File: config.mk
export PLATFORM = sky130hd
export DESIGN_NAME = i2c_bus_arbiter
export DESIGN_NICKNAME = d
export VERILOG_FILES = /design/src/rtl/i2c_bus_arbiter.sv
export SDC_FILE = /design/constraint.sdc
export NUM_CORES = 1
export LEC_CHECK = 0
export BUFFER_PORTS_ARGS = -buffer_cell sky130_fd_sc_hd__buf_4
export CORE_UTILIZATION = 55
export CTS_CLUSTER_SIZE = 12
export DETAILED_ROUTE_END_ITERATION = 8
export PLACE_DENSITY = 0.85
export SYNTH_ARGS = -nofsm -noshare
export SYNTH_HDL_FRONTEND = slang
export SYNTH_SLANG_ARGS = --single-unit
export TNS_END_PERCENT = 100
File: constraint.sdc
create_clock -name clk -period 3.2 [get_ports clk]
set_input_delay 0.64 -clock clk [delete_from_list [all_inputs] [get_ports clk]]
set_output_delay 0.64 -clock clk [all_outputs]
set_load 0.02 [all_outputs]
File: src/rtl/i2c_bus_arbiter.sv
// Round-robin arbiter sharing one I2C master among NUM_REQ requesters.
// Latches the winner's command, runs the start/done handshake and recovers a hung master.
module i2c_bus_arbiter #(
    parameter int unsigned NUM_REQ        = 2,
    parameter int unsigned TIMEOUT_CYCLES = 2_000_000,
    parameter int unsigned RST_CYCLES     = 4
) (
    input  logic                    clk,
    input  logic                    rst_n,
    input  logic [NUM_REQ-1:0]      req,
    input  logic [NUM_REQ-1:0]      req_wr,
    input  logic [24*NUM_REQ-1:0]   req_data,
    output logic [NUM_REQ-1:0]      gnt,
    output logic [NUM_REQ-1:0]      ack,
    output logic [7:0]              rdata,
    output logic                    err,
    output logic                    busy,
    output logic [23:0]             m_data_in,
    output logic                    m_wr,
    output logic                    m_start,
    output logic                    m_rst,
    input  logic                    m_done,
    input  logic                    m_error,
    input  logic [7:0]              m_data_out
);

    localparam int unsigned IW = (NUM_REQ > 1) ? $clog2(NUM_REQ) : 1;
    localparam int unsigned TW = (TIMEOUT_CYCLES > 2) ? $clog2(TIMEOUT_CYCLES) : 1;
    localparam int unsigned RW = (RST_CYCLES > 1) ? $clog2(RST_CYCLES) : 1;

    // Timeout fires on the edge where the counter steps onto TIMEOUT_CYCLES-1.
    localparam logic [TW-1:0] T_LAST  = TW'((TIMEOUT_CYCLES >= 2) ? TIMEOUT_CYCLES - 2 : 0);
    localparam logic [RW-1:0] R_LAST  = RW'((RST_CYCLES >= 1) ? RST_CYCLES - 1 : 0);
    localparam logic [IW-1:0] ID_LAST = IW'(NUM_REQ - 1);

    localparam logic [2:0] ST_IDLE         = 3'd0;
    localparam logic [2:0] ST_WAIT_DONE    = 3'd1;
    localparam logic [2:0] ST_WAIT_RELEASE = 3'd2;
    localparam logic [2:0] ST_RESP         = 3'd3;
    localparam logic [2:0] ST_MRESET       = 3'd4;

    logic [2:0]    state;
    logic [IW-1:0] rr_ptr;
    logic [IW-1:0] id;
    logic [TW-1:0] tcnt;
    logic [RW-1:0] rcnt;

    logic          found;
    logic [IW-1:0] win;
    int unsigned   idx;
    logic          timeout_hit;

    function automatic logic [NUM_REQ-1:0] onehot(input logic [IW-1:0] i);
        onehot    = '0;
        onehot[i] = 1'b1;
    endfunction

    // Circular search for the first pending request starting at rr_ptr.
    always_comb begin
        found = 1'b0;
        win   = '0;
        idx   = 0;
        for (int unsigned k = 0; k < NUM_REQ; k++) begin
            idx = (32'(rr_ptr) + k) % NUM_REQ;
            if (!found && req[idx[IW-1:0]]) begin
                found = 1'b1;
                win   = idx[IW-1:0];
            end
        end
    end

    always_comb begin
        timeout_hit = 1'b0;
        if (TIMEOUT_CYCLES == 1)
            timeout_hit = 1'b1;
        else if (TIMEOUT_CYCLES >= 2)
            timeout_hit = (tcnt == T_LAST);
    end

    always_ff @(posedge clk) begin
        if (!rst_n) begin
            state     <= ST_IDLE;
            gnt       <= '0;
            ack       <= '0;
            rdata     <= '0;
            err       <= 1'b0;
            busy      <= 1'b0;
            m_data_in <= '0;
            m_wr      <= 1'b0;
            m_start   <= 1'b0;
            m_rst     <= 1'b0;
            rr_ptr    <= '0;
            id        <= '0;
            tcnt      <= '0;
            rcnt      <= '0;
        end else begin
            ack <= '0;
            case (state)
                ST_IDLE: begin
                    tcnt <= '0;
                    if (found) begin
                        id        <= win;
                        gnt       <= onehot(win);
                        m_data_in <= req_data[24*win +: 24];
                        m_wr      <= req_wr[win];
                        m_start   <= 1'b1;
                        busy      <= 1'b1;
                        state     <= ST_WAIT_DONE;
                    end
                end
                ST_WAIT_DONE: begin
                    tcnt <= tcnt + 1'b1;
                    if (timeout_hit) begin
                        m_start <= 1'b0;
                        m_rst   <= 1'b1;
                        rcnt    <= '0;
                        state   <= ST_MRESET;
                    end else if (m_done) begin
                        rdata   <= m_data_out;
                        err     <= m_error;
                        m_start <= 1'b0;
                        state   <= ST_WAIT_RELEASE;
                    end
                end
                ST_WAIT_RELEASE: begin
                    tcnt <= tcnt + 1'b1;
                    if (timeout_hit) begin
                        m_start <= 1'b0;
                        m_rst   <= 1'b1;
                        rcnt    <= '0;
                        state   <= ST_MRESET;
                    end else if (!m_done) begin
                        ack   <= onehot(id);
                        state <= ST_RESP;
                    end
                end
                ST_MRESET: begin
                    m_start <= 1'b0;
                    if (rcnt == R_LAST) begin
                        m_rst <= 1'b0;
                        err   <= 1'b1;
                        rdata <= '0;
                        ack   <= onehot(id);
                        state <= ST_RESP;
                    end else begin
                        rcnt <= rcnt + 1'b1;
                    end
                end
                ST_RESP: begin
                    rr_ptr <= (id == ID_LAST) ? '0 : id + 1'b1;
                    gnt    <= '0;
                    busy   <= 1'b0;
                    state  <= ST_IDLE;
                end
                default: state <= ST_IDLE;
            endcase
        end
    end

endmodule
# Yosys cells after proc, flatten, opt, wreduce, memory -nomap -nowiden
# Index checks and enable logic that the tools add are counted.
[totals] out_inout_bits=41 regBits=69 inputBits=64
[classes] shifts=1 addsub=4 magnitude_cmp=6 n_reduce_logical=18 eq_ne=15 mul=1 muxes=49
[ops] op="$shiftx 48x7->24" count=1
[ops] op="$pmux 21 s2" count=1
[ops] op="$mux 8" count=3
[ops] op="$mux 1" count=22
[ops] op="$add 21x1->21 const B" count=1
[ops] op="$eq 21x21->1 const B" count=1
[ops] op="$mux 3" count=6
[ops] op="$pmux 8 s2" count=1
[ops] op="$mux 2" count=6
[ops] op="$ne 2x2->1 const B" count=6
[ops] op="$pmux 2 s2" count=3
[ops] op="$pmux 3 s4" count=1
[ops] op="$reduce_and 4->1" count=3
[ops] op="$lt 1x2->1 const B" count=4
[ops] op="$reduce_bool 2->1" count=4
[ops] op="$eq 3x2->1 const B" count=2
[ops] op="$ne 3x3->1 const B" count=2
[ops] op="$pmux 1 s2" count=3
[ops] op="$reduce_and 3->1" count=2
[ops] op="$pmux 1 s4" count=1
[ops] op="$reduce_and 2->1" count=2
[ops] op="$reduce_bool 4->1" count=1
[ops] op="$eq 3x1->1 const B" count=1
[ops] op="$eq 3x3->1 const B" count=1
[ops] op="11 further kinds" count=16

# Longest topological paths before layout
# Gate-level depths: netlist of run 1.
[depth] depth_word=12 ltp_mapped=7 mapped_depth_nobuf=6

# Worst setup path before layout of run 1
# No wires, ideal clock.
[synth_path] kind="input -> register" start="input rst_n" end="register tcnt[7]" setup_time_ns=0.101 stages=5 n_path_buf=2 path_slack_ns=1.483 required_time_ns=3.099 t_arrival_ns=1.616 cell_sequence="clkbuf_1 > nor2b_1 > nand2b_1 > clkbuf_1 > o41ai_1"
[synth_rtl] element="start, declared" line="9" text="input logic rst_n,"
[synth_rtl] element="end signal, assigned" line="112" text="tcnt <= tcnt + 1'b1;"
[synth_rtl] element="end signal, assigned" line="126" text="tcnt <= tcnt + 1'b1;"
[synth_rtl] element="end, declared" line="45" text="logic [TW-1:0] tcnt;"

# Worst setup path in the final report of run 1
[layout_path] start="register state[1]" end="register tcnt[14]"
[layout_between] elab_chain_cells=3 word_cells_on_any_way=6 classes_between="2 x eq/ne; 1 x mux; 3 x reduce/logical"
[layout_lines] element="start, declared" line="42" text="logic [2:0] state;"
[layout_lines] element="start signal, assigned" line="82" text="state <= ST_IDLE;"
[layout_lines] element="start signal, assigned" line="108" text="state <= ST_WAIT_DONE;"
[layout_lines] element="start signal, assigned" line="117" text="state <= ST_MRESET;"
[layout_lines] element="$eq 3x2->1 or $eq 3x1->1 (tied branches)" line="98" text="case (state)"
[layout_lines] element="$reduce_or 2->1 (no line)"
[layout_lines] element="$pmux 21 s2 or $reduce_bool 2->1 (tied branches)"
# Several ways; a longest one is shown, not always the timed one.
# A chain may end at the register's enable or synchronous reset.

==> flow_summary_export.csv, run 1 <==
group,metric,value,unit
worst_hold_path,hold_end,"ack[0]",
synthesis,netlist.area_leader.share,42.17,%
finish,nFillCells,433,
finish,regArea,1381,µm²
routing,vias,3127,
pwr,leakagePower,1.886,nW
sta,rsz0062_at_grt,"false",
global_routing,track_usage,26.99,%
synthesis,ys_seq_area_share,42.17,%
clock_network,ctsRootBufferMaster,"clkbuf_8",
worst_setup_path,r2r-end,"tcnt[14]",
global_routing,antenna_found_initial,0,
synthesis,synthArstFlopShare,0,%
worst_setup_path,cp.required,3.46,ns
synthesis,syn_area,3276,µm²
run,maxCapViolCount,0,
place,gp_congestion,0.8453,
die,dieHeight,79.18,µm
global_routing,grt_start_max_net_pins,50,
place,place_inst,534,
clock_network,clk_path_buf_depth,2,
sta,fin_skew,0.008204,ns
finish,mostFrequentLayoutCells,"buf_4 (107), dfxtp_1 (69), nor2_1 (46), o21ai_0 (32), nand2_1 (32)",
die,core,5608,µm²
synthesis,synth_edf_count,0,
clock_network,cts_max_level,3,
synthesis,yosys_warnings,0,
routing,via_per_inst,5.685,
worst_setup_path,path_buf_inv,0,
finish,layout-drive-gt1-share,27.62,%
pwr,power_density,694.6,nW/µm²
clock_network,insertion_delay,0.33,ns
clock_network,cts_setup_buffers,0,
synthesis,synth_cell_types,54,
worst_setup_path,critical_path_class,"reg2reg",
worst_setup_path,crit_fanout,12,
finish,utilization,75.15,%
worst_setup_path,r2r_start,"state[1]",
synthesis,syn_nets,447,
sta,relSlewSlack,52.06,%
worst_setup_path,slowest_delay,0.61,ns
die,die_w,79.18,µm
synthesis,synth_area_leaders,"dfxtp_1 (42%), mux2i_1 (7.3%), a211oi_1 (5.5%)",
worst_setup_path,crit_chain,"xnor2_1 > or2_1 > nor2_1 > nand3_1 > o21ai_0",
sta,tightestPinTransition,0.7165,ns
global_routing,grt_overflow,0,
synthesis,syn_area_per_cell,8.620,µm²
place,hpwlAfterDp,5713,µm
routing,drtIter0Drc,117,
clock_network,ctsResizeCount,0,
sta,post-route-period-util,64.98,%
finish,multi_input_area,1734,µm²
finish,n_antenna_cell,0,
sta,timing.final.crit_period,2.079,ns
status,status,"complete, no violations",
sta,slew_viol_final,0,
worst_setup_path,crit_family,"simple AND/OR/NAND/NOR gates",
place,port_buffers,104,
routing,wl,7998,µm
die,dieArea,6269,µm²
routing,ant_nets,0,
worst_setup_path,cp-start-kind,"flop",
routing,drt-pass1-iter-count,4,
synthesis,synth_cells,380,
clock_network,cts_tree,"yes",
global_routing,grt_pass1_wl,13200,µm
worst_setup_path,endpoint_kind,"flop",
worst_hold_path,hp-start,"id",
worst_hold_path,worstHoldPathCells,1,
finish,syn2layout_area_growth,28.65,%
routing,wl_per_cell,14.54,µm
sta,fmax,480.9,MHz
worst_setup_path,crit_arrival,2.34,ns
worst_setup_path,critPathSlowestCell,"nor2_1",
clock_network,clock-sinks,69,
routing,drcViolationCount,0,
die,ioPinCount,105,
worst_setup_path,reg2regPathDepth,5,
clock_network,clk_pin_slew,0.07,ns
sta,finalHoldViolCount,0,
global_routing,grt_pass1_vias,2880,
clock_network,numCtsBuffers,9,
die,start_util,58.41,%
sta,setup_viol,0,
pwr,p_total,2.927,mW
clock_network,cts_hold_buf,0,
finish,instances_no_fill,550,
synthesis,yosysTopAreaCell,"dfxtp_1",
synthesis,ys.flop_type,"dfxtp_1",
finish,final_common_cell,"buf_4",
pwr,ir_drop,592.3,µV
synthesis,synth_seq_cells,69,
finish,nets,540,
worst_hold_path,min_path_type,"reg2reg",
die,rows,27,
worst_setup_path,ff2ff_setup_slack,1.12,ns
sta,finalSetupTns,0,ns
==> flip-flops by register name, summed over array words and instances (netlist names) <==
signal / cells
m_start: 1
m_wr: 1
m_rst: 1
m_data_in: 24
err: 1
ack: 2
id: 1
state: 3
gnt: 2
tcnt: 21
busy: 1
rcnt: 2
rdata: 8
rr_ptr: 1
==> worst max path at each step <==
| stage | startpoint | to | slack (ns) | cells past startpoint |
|---|---|---|---|---|
| after CTS | state[1] | tcnt[17] | 1.16 | 5 |
| after floorplan | rst_n | tcnt[7] | 1.48 | 5 |
| final | state[1] | tcnt[14] | 1.12 | 5 |
| after global placement | req[0] | m_data_in[11] | 1.26 | 6 |
| after detailed placement | state[1] | tcnt[17] | 1.19 | 5 |
| after global routing | state[1] | tcnt[17] | 0.87 | 5 |
==> logic make-up after synthesis <==
kind of cell	synth area share, %
simple gates	22.99
xor+xnor	0.5349
compound gates	20.47
flops	42.17
fa+ha+maj	1.146
buf+inv	5.004
mux	7.678
==> worst register-to-register path, stage by stage (launching register included) <==
cell and delay [ns]:
dfxtp_1 0.52, xnor2_1 0.16, or2_1 0.38, nor2_1 0.61, nand3_1 0.16, o21ai_0 0.17
==> per-layer routing <==
| metal | vias to the layer above | GRT usage, % | share of wire (%) |
|---|---|---|---|
| li1 | 1572 | - | - |
| met1 | 1454 | 32.12 | 42 |
| met2 | 91 | 42.93 | 49 |
| met3 | 10 | 11.49 | 8.0 |
| met4 | 0 | 10.18 | 1.7 |
| met5 | - | 0 | 0 |
==> cells in the mapped netlist (2+ instances only) <==
cell type	n
inv_1	8
nand3b_1	2
nor2b_1	4
nor4b_1	2
nor2_1	46
nand4_1	16
and2b_1	2
buf_4	2
ha_1	3
nand2_1	32
nand4_2	2
nor3_1	5
clkbuf_1	10
nand2b_1	3
and3_1	4
buf_6	2
o41ai_1	2
o21ai_0	33
a21oi_1	20
a31oi_1	9
a21o_1	3
a211oi_1	24
or3_1	4
mux2i_1	24
a311oi_1	2
nand3_1	10
buf_2	11
dfxtp_1	69
==> through the flow <==
| step | setup WS, ns | hold slack, ns | area, µm² |
|---|---|---|---|
| after detailed placement | 1.193 | 0.4579 | 4043 |
| after global placement | 1.255 | 0.4459 | 4043 |
| after CTS | 1.161 | 0.4667 | 4214 |
| after global routing | 0.8696 | 0.4977 | 4214 |
| after floorplan | 1.483 | 0.4220 | 3276 |
| final | 1.121 | 0.4707 | 4214 |
==> area by class of cell <==
cell class                      instances  area share (%)
Multi-Input combinational cell        277           41.15
Sequential cell                        69           32.78
Timing Repair Buffer                  107           19.06
Clock buffer                           15           3.949
Tap cell                               72           2.138
Inverter                                9          0.8017
Clock inverter                          1          0.1188
==> where the power goes <==
part / leakage (nW) / switching, mW / total [mW] / internal (mW)
Sequential: 0.565 / 0.118 / 1.14 / 1.03
Clock: 0.0877 / 0.306 / 0.630 / 0.325
Combinational: 1.23 / 0.687 / 1.15 / 0.466
Total: 1.89 / 1.11 / 2.93 / 1.82
Power figures use the tool's default switching activity.
==> run 2, diff against run 1 <==
--- a/config.mk
+++ b/config.mk
@@ -5,11 +5,12 @@
 export SDC_FILE = /design/constraint.sdc
 export NUM_CORES = 1
 export LEC_CHECK = 0
+export ABC_AREA = 1
 export BUFFER_PORTS_ARGS = -buffer_cell sky130_fd_sc_hd__buf_4
-export CORE_UTILIZATION = 55
+export CORE_UTILIZATION = 51
 export CTS_CLUSTER_SIZE = 12
 export DETAILED_ROUTE_END_ITERATION = 8
-export PLACE_DENSITY = 0.85
+export PLACE_DENSITY = 0.79
 export SYNTH_ARGS = -nofsm -noshare
 export SYNTH_HDL_FRONTEND = slang
 export SYNTH_SLANG_ARGS = --single-unit
==> constraint.sdc (replaced) <==
create_clock -name clk -period 2.2 [get_ports clk]
set_input_delay 0.44 -clock clk [delete_from_list [all_inputs] [get_ports clk]]
set_output_delay 0.44 -clock clk [all_outputs]
set_load 0.02 [all_outputs]
==> flow_summary_export.csv, run 2 <==
group,metric,value,unit
sta,setup_viol,0,
clock_network,cts_hold_buf,0,
worst_setup_path,cp-start-kind,"flop",
synthesis,synth_area_leaders,"dfxtp_1 (40%), nand2_1 (9.5%), nor2_1 (8.5%)",
global_routing,antenna_found_initial,0,
finish,utilization,69.47,%
worst_setup_path,slowest_delay,0.42,ns
routing,ant_nets,0,
worst_setup_path,path_buf_inv,2,
global_routing,grt_pass1_vias,3373,
routing,via_per_inst,5.340,
synthesis,synth_seq_cells,69,
sta,fin_hold_ws,0.3574,ns
finish,final_common_cell,"buf_4",
routing,wl_per_cell,13.61,µm
pwr,leakagePower,1.950,nW
pwr,intPower,2.911,mW
finish,nFillCells,545,
finish,largest_register_ff_count,24,
clock_network,cts_tree,"yes",
clock_network,clk_pin_slew,0.07,ns
synthesis,syn_nets,543,
synthesis,synth_compound_area_share,14.71,%
clock_network,insertion_delay,0.35,ns
die,die_w,84.38,µm
die,ioPinCount,105,
synthesis,syn_area_per_cell,7.271,µm²
synthesis,yosys_warnings,0,
routing,drcViolationCount,7,
clock_network,ctsRootBufferMaster,"clkbuf_8",
pwr,p_switching,1.931,mW
pwr,pwr-share-seq,34.1,%
routing,drtIter0Drc,266,
finish,top_register,"m_data_in",
synthesis,synth_xor_area_share,0,%
clock_network,clk_path_buf_depth,2,
synthesis,synth_cell_types,35,
sta,relSlewSlack,74.89,%
worst_setup_path,crit_arrival,2.00,ns
status,status,"finished, violations left",
sta,fmax,586.3,MHz
worst_setup_path,cp.required,2.50,ns
routing,vias,3530,
synthesis,ys_seq_area_share,39.91,%
finish,mostFrequentLayoutCells,"buf_4 (112), nand2_1 (88), nor2_1 (78), dfxtp_1 (69), inv_1 (39)",
sta,rsz0062_at_grt,"false",
sta,finalSetupTns,0,ns
synthesis,synth_top_family_by_area,"simple AND/OR/NAND/NOR gates",
synthesis,syn_area,3461,µm²
clock_network,numCtsBuffers,9,
routing,wl,8994,µm
die,rows,29,
place,gp_congestion,0.8924,
worst_hold_path,min_path_type,"in2reg",
place,hpwlAfterDp,6499,µm
sta,fin_skew,0.009132,ns
die,dieHeight,84.38,µm
die,start_util,53.58,%
synthesis,synth_fa_ha_area_share,1.085,%
worst_setup_path,critical_path_class,"reg2reg",
synthesis,yosys-mux-area-fraction,7.484,%
worst_setup_path,crit_fanout,12,
sta,finalHoldViolCount,0,
finish,nets,646,
clock_network,cts_max_level,3,
worst_setup_path,endpoint_kind,"flop",
sta,post-route-period-util,77.53,%
pwr,p_clk_share,23.2,%
synthesis,ys.flop_type,"dfxtp_1",
die,dieArea,7119,µm²
sta,slew_viol_final,0,
status,violations,"DRC",
synthesis,synthArstFlopShare,0,%
synthesis,synth.most_common_cell,"nand2_1",
die,core,6459,µm²
pwr,pwr-share-comb,42.7,%
clock_network,cts_setup_buffers,0,
worst_setup_path,crit_family,"simple AND/OR/NAND/NOR gates",
synthesis,synth_edf_count,0,
worst_setup_path,crit_chain,"inv_1 > nand3_1 > nand2_2 > nor2_4 > inv_2 > a31oi_1 > o21a_1",
clock_network,clock-sinks,69,
synthesis,yosysTopAreaCell,"dfxtp_1",
synthesis,netlist.area_leader.share,39.91,%
finish,reg_top3,"m_data_in x24, tcnt x21, rdata x8",
global_routing,track_usage,26.30,%
sta,timing.final.crit_period,1.706,ns
sta,tightestPinTransition,0.3757,ns
pwr,p_sw_share,39.88,%
global_routing,grt_pass1_wl,15080,µm
pwr,ir_drop,677.4,µV
routing,drt-pass1-iter-count,7,
finish,syn2layout_area_growth,29.65,%
run,maxCapViolCount,0,
worst_setup_path,critPathSlowestCell,"dfxtp_1",
synthesis,synth_cells,476,
finish,layout-drive-gt1-share,28.25,%
place,port_buffers,104,
clock_network,ctsResizeCount,0,
global_routing,grt_overflow,0,
pwr,power_density,1079,nW/µm²
global_routing,grt_start_max_net_pins,39,
synthesis,synthTopCellsByCount,"nand2_1 (88), nor2_1 (78), dfxtp_1 (69)",
finish,n_antenna_cell,0,
synthesis,yosys.area_share.simple,28.42,%
## run 2: cell types whose count changed after synthesis, sizes merged, moves of 12 or more
| cell | delta |
|---|---|
| nand4 | -12 |
| nor2 | +38 |
| a21oi | +13 |
| mux2i | -24 |
| inv | +34 |
| nand3 | +29 |
| a211oi | -21 |
| nand2 | +58 |
| mux2 | +22 |
## run 2: stage by stage
stage	area (µm²)	total power, mW	setup slack [ns]	std cells
CTS	4487	4.860	0.5109	661
floorplan	3461	3.079	0.6643	476
detailed placement	4272	3.735	0.4474	645
finish	4487	4.842	0.4944	661
global placement	4272	3.669	0.4977	645
global route	4487	5.165	0.3329	661
## run 2: final timing paths
| path | startpoint | to | slack, ns | cells after the start |
|---|---|---|---|---|
| max | state[2] | tcnt[14] | 0.49 | 7 |
| min reg2reg | m_rst | m_rst | 0.45 | 2 |
| min | m_data_out[7] | rdata[7] | 0.36 | 3 |
| max reg2reg | state[2] | tcnt[14] | 0.49 | 7 |
## run 2: cell families (layout without fill, tap and decap cells)
kind of cell	count (synthesis)	after routing
AND/OR/NAND/NOR	229	229
AO/OA/AOI/OAI	89	89
flip-flops	69	69
buffers and inverters	63	171
multiplexers	23	23
adder cells (fa/ha/maj)	3	3
## run 2: final cells by class
type | instances | area (µm²) | area share, %
multi-input combinational | 344 | 1789 | 39.88
sequential | 69 | 1381 | 30.79
timing repair buffer | 112 | 840.8 | 18.74
inverter | 43 | 163.9 | 3.653
clock buffer | 10 | 127.6 | 2.844
tap | 77 | 96.34 | 2.147
clock inverter | 6 | 87.58 | 1.952
## run 2: per-layer routing
metal	global-route usage, %	wire length (µm)
met1	32.66	3815
met2	44.86	4350
met3	5.506	636
met4	10.32	192
met5	0	0
## run 2: worst min-delay path, cell delays in order
cell     delay, ns
buf_4         0.11
nand2_1       0.06
a21oi_1       0.06
## run 2: power by group through the flow
| stage | combinational, mW | sequential (mW) | clock, mW |
|---|---|---|---|
| CTS | 2.07 | 1.65 | 1.14 |
| global route | 2.28 | 1.68 | 1.20 |
| finish | 2.07 | 1.65 | 1.12 |
| detailed placement | 2.07 | 1.67 | 0 |
| floorplan | 1.17 | 1.91 | 0 |
| global placement | 2.01 | 1.66 | 0 |
